==> config.mk <==
export PLATFORM = sky130hd
export DESIGN_NAME = mod_display_comp2
export DESIGN_NICKNAME = d
export VERILOG_FILES = /design/src/rtl/mod_display_comp2.sv
export SDC_FILE = /design/constraint.sdc
export NUM_CORES = 1
export LEC_CHECK = 0
export CAP_MARGIN = 15
export CORE_ASPECT_RATIO = 0.9
export CORE_UTILIZATION = 45
export DETAILED_ROUTE_END_ITERATION = 10
export GPL_ROUTABILITY_DRIVEN = 0
export PLACE_DENSITY = 0.66
export SLEW_MARGIN = 40
export SYNTH_ARGS = -nofsm -noshare
export SYNTH_HDL_FRONTEND = slang
export SYNTH_SLANG_ARGS = --single-unit
export TNS_END_PERCENT = 1
==> constraint.sdc <==
create_clock -name clk -period 2.07 [get_ports clk]
set_input_delay 0.414 -clock clk [delete_from_list [all_inputs] [get_ports clk]]
set_output_delay 0.414 -clock clk [all_outputs]
set_load 0.05 [all_outputs]
==> src/rtl/mod_display_comp2.sv <==
// Signed 6-bit value to 3-digit multiplexed seven-segment display.
// A small FSM converts the captured value to sign/tens/ones by repeated subtraction.
module mod_display_comp2 #(
    parameter int REFRESH_DIV = 100000
) (
    input  logic       clk,
    input  logic       rst_n,
    input  logic [5:0] A_comp2,
    input  logic       load,
    output logic       busy,
    output logic       valid,
    output logic [3:0] an,
    output logic [6:0] seg
);

    typedef enum logic [1:0] {IDLE, ABS, DIV, DONE} state_t;

    localparam int unsigned PW = (REFRESH_DIV > 1) ? $clog2(REFRESH_DIV) : 1;
    localparam logic [PW-1:0] P_LAST = PW'(REFRESH_DIV - 1);

    state_t      r_state;
    logic [5:0]  r_a;
    logic        r_sign;
    logic [5:0]  r_rem;
    logic [1:0]  r_tens;
    logic        r_disp_sign;
    logic [1:0]  r_disp_tens;
    logic [3:0]  r_disp_ones;
    logic        r_valid;
    logic [PW-1:0] r_presc;
    logic [1:0]  r_dig;

    always_ff @(posedge clk) begin
        if (!rst_n) begin
            r_state     <= IDLE;
            r_a         <= '0;
            r_sign      <= 1'b0;
            r_rem       <= '0;
            r_tens      <= '0;
            r_disp_sign <= 1'b0;
            r_disp_tens <= '0;
            r_disp_ones <= '0;
            r_valid     <= 1'b0;
        end else begin
            case (r_state)
                IDLE: begin
                    if (load) begin
                        r_a     <= A_comp2;
                        r_state <= ABS;
                    end
                end
                ABS: begin
                    // -32 negates to 6'b100000, which is exactly 32 as unsigned
                    r_sign  <= r_a[5];
                    r_rem   <= r_a[5] ? (~r_a + 6'd1) : r_a;
                    r_tens  <= '0;
                    r_state <= DIV;
                end
                DIV: begin
                    if (r_rem >= 6'd10) begin
                        r_rem  <= r_rem - 6'd10;
                        r_tens <= r_tens + 2'd1;
                    end else begin
                        r_state <= DONE;
                    end
                end
                DONE: begin
                    r_disp_sign <= r_sign;
                    r_disp_tens <= r_tens;
                    r_disp_ones <= r_rem[3:0];
                    r_valid     <= 1'b1;
                    r_state     <= IDLE;
                end
                default: r_state <= IDLE;
            endcase
        end
    end

    // Scan runs regardless of FSM state
    always_ff @(posedge clk) begin
        if (!rst_n) begin
            r_presc <= '0;
            r_dig   <= '0;
        end else if (r_presc == P_LAST) begin
            r_presc <= '0;
            r_dig   <= (r_dig == 2'd2) ? 2'd0 : r_dig + 2'd1;
        end else begin
            r_presc <= r_presc + PW'(1);
        end
    end

    function automatic logic [6:0] f_seg(input logic [3:0] d);
        case (d)
            4'd0:    f_seg = 7'h40;
            4'd1:    f_seg = 7'h79;
            4'd2:    f_seg = 7'h24;
            4'd3:    f_seg = 7'h30;
            4'd4:    f_seg = 7'h19;
            4'd5:    f_seg = 7'h12;
            4'd6:    f_seg = 7'h02;
            4'd7:    f_seg = 7'h78;
            4'd8:    f_seg = 7'h00;
            4'd9:    f_seg = 7'h10;
            default: f_seg = 7'h7F;
        endcase
    endfunction

    always_comb begin
        an  = 4'b1111;
        seg = 7'h7F;
        case (r_dig)
            2'd0: begin
                an  = 4'b1110;
                seg = f_seg(r_disp_ones);
            end
            2'd1: begin
                an  = 4'b1101;
                seg = (r_disp_tens == 2'd0) ? 7'h7F : f_seg({2'b00, r_disp_tens});
            end
            2'd2: begin
                an  = 4'b1011;
                seg = r_disp_sign ? 7'h3F : 7'h7F;
            end
            default: begin
                an  = 4'b1111;
                seg = 7'h7F;
            end
        endcase
    end

    assign busy  = (r_state != IDLE);
    assign valid = r_valid;

endmodule

==> metrics.cfg <==
[status]
outcome=complete, no violations

[pwr]
intPower_w=0.00172
power_frac_comb_pct=26.8
powerDensity_mw_per_mm2=794
clkPwrFrac_pct=26.8
switchingPower_w=0.000796
fin_total_pwr_w=0.00251
seqPwrFrac_pct=46.3
ir_drop_mv=0.473
p_leak_nw=1.22
switching_share_pct=31.7

[finish]
layout-drive-gt1-share_pct=14.8
layout_common_cells=dfxtp_1, nor2_1, nand2_1
antenna_cells=0
fin_area_mm2=0.00317
final_nets=366
final_cell_count_no_fill=407
syn2layout_area_growth_pct=19.8
mostFrequentLayoutCell=dfxtp_1

[worst_setup_path]
slowest_stage=dfxtp_2
timing.rr.start=r_state[0]
crit_top_cell=buf_4
arrival_ns=1.60
start_kind=flip-flop
critPathBufInv=3
crit_family=buffers and inverters
startpoint=r_dig[0]
path_class=flip-flop to primary output
slowest_delay_ns=0.35
required_ns=1.66
r2r_slack_ns=0.09
critPathCaptureType=primary output
cp_max_fo=4
crit_path_cell_trace=buf_4, ha_4, buf_4, a221o_1, buf_6

[synthesis]
synth.ff_latch_count=51
synth_nets=338
synthCells=309
yosys_warnings=0
yosysSeqAreaShare_pct=38.6
synthXorXnorAreaFrac_pct=5.63
synth-compound-area-share_pct=13.1
synthAdderAreaFrac_pct=9.46
muxShareOfSynthArea_pct=4.26
avgSynthCellArea_um2=8.56
synth_top_area_cell=dfxtp_1
synth_flop_cell=dfxtp_1
async_flop_share_pct=0
synth_top_area_share_pct=38.6
synth-edff-count=0
synth-simple-area-share_pct=23.3
netlist-cell-type-count=54
yosys-top-cells-area=dfxtp_1, ha_1, nor2_1
netlist_area_mm2=0.00265
synth_top_family_by_area=simple AND/OR/NAND/NOR gates

[detailed_routing]
drtIter0Drc=110
wl_per_cell_um=12.9
vias_per_cell=5.27
drt_pass1_iterations=4
drtAntennaViolNets=0
routed_wl_um=5260
drc=0
num_vias=2146

[floorplan]
row_count=26
dieWidth_um=82.8
die_y_um=74.7
die-area_mm2=0.00619
initial_utilization_pct=46.7
ios=22
core_area_mm2=0.00566

[grt]
antenna_found_initial=0
top_usage_layer=met2
grt_pass1_wl_um=8580
grt_use_met3_pct=3.18
grt_pass1_vias=1832
grt.met1_usage_pct=23.7
overflow=0
grt_max_degree=21
grtUsageMet2_pct=27.5
grt_usage_pct=17.2

[sta]
finalHoldViolCount=0
drv_slew=0
timing.slew.headroom_pct=65.6
layout_setup_ws_ns=0.0530
rsz0062_at_grt=true
worstMarginPinSlew_ns=0.514
period_share_pct=97.4
fmax_mhz=496
clock_skew_ns=0.00776
period_minus_slack_ns=2.02
setup_viol_count_final=0

[place]
dp_hpwl_um=3790
pre_cts_ws_ns=0.0519
port_buffers=20
dp.cells=396
placed_area_mm2=0.00299

[clocking]
clk_latency_ns=0.30
cts_sinks=51
cts_tree=yes
cts_max_level=2
clock-root-buffer=clkbuf_8
cts_buffers=5
clockBufferDepth=2
clk_pin_slew_worst_paths_ns=0.09

[worst_hold_path]
hold_class=flip-flop to flip-flop
min_from=valid

[flow_run]
cap_violations=0

[through the flow]
| stage | TNS [ns] | hold WS (ns) | util [%] |
|---|---|---|---|
| 5_1_grt | -0.00712 | 0.517 | 56.0 |
| 3_3_place_gp | 0 | 0.473 | 52.8 |
| 2_1_floorplan | 0 | 0.441 | - |
| 4_1_cts | 0 | 0.495 | 55.5 |
| 6_report | 0 | 0.488 | 56.0 |
| 3_5_place_dp | 0 | 0.481 | 52.8 |
[synth_stat cells, types with 3 or more instances]
cell	instances
mux2i_1	9
nand3_1	18
dfxtp_1	51
nand2_1	24
inv_1	21
or3_1	3
nand2b_1	8
o21ai_0	12
nand4_1	6
nor2_1	34
ha_1	20
o22ai_1	3
nor3_1	5
xor2_1	3
a21boi_0	3
clkbuf_1	6
a21oi_1	18
xnor2_1	14
nor4_1	5
[layer usage]
layer / vias to the layer above / wire length, um
met5: - / 0
met4: 0 / 42
met3: 5 / 239
met2: 44 / 2250
met1: 985 / 2720
li1: 1112 / -
[power groups by stage]
stage / Clock (W) / Combinational (W) / Sequential (W)
4_1_cts: 0.000697 / 0.000679 / 0.00116
3_3_place_gp: 0 / 0.000665 / 0.00118
3_5_place_dp: 0 / 0.000674 / 0.00119
2_1_floorplan: 0 / 0.000470 / 0.00117
6_report: 0.000675 / 0.000675 / 0.00117
5_1_grt: 0.000731 / 0.000757 / 0.00118
[worst paths after layout]
check,depth (start not counted),to
worst min register to register,2,valid
worst min-delay path,2,valid
worst max-delay path,5,seg[4]
worst max register to register,6,flip-flop
[worst register-to-register path, cell delays in order (launching register included)]
cell,delay [ns]
dfxtp_1,0.37
ha_1,0.19
mux2_2,0.37
and2_1,0.21
ha_1,0.22
or3_1,0.37
a32oi_1,0.19
[cells by family after synthesis]
kind of cell             Yosys count
adder cells (fa/ha/maj)           20
buffers and inverters             35
XOR/XNOR                          17
AO/OA/AOI/OAI                     54
AND/OR/NAND/NOR                  120
multiplexers                      11
flip-flops                        51
other                              1
[what timing repair did]
action | in CTS | in global routing
endpoints found under the setup margin | 4 | 4
setup buffers | 4 | 0
hold buffers | 0 | 0
pin swaps | 1 | 0
cloned | 0 | 0
gates resized for setup | 7 | 8
[layout make-up]
class	count	area, um2
fillers	529	2490
multi-input cells	223	1510
flip-flops and latches	51	1030
repair buffers	34	357
well taps	70	87.6
inverters	22	82.6
clock buffers	6	72.6
clock inverters	1	30.0
Power figures use the tool's default switching activity.
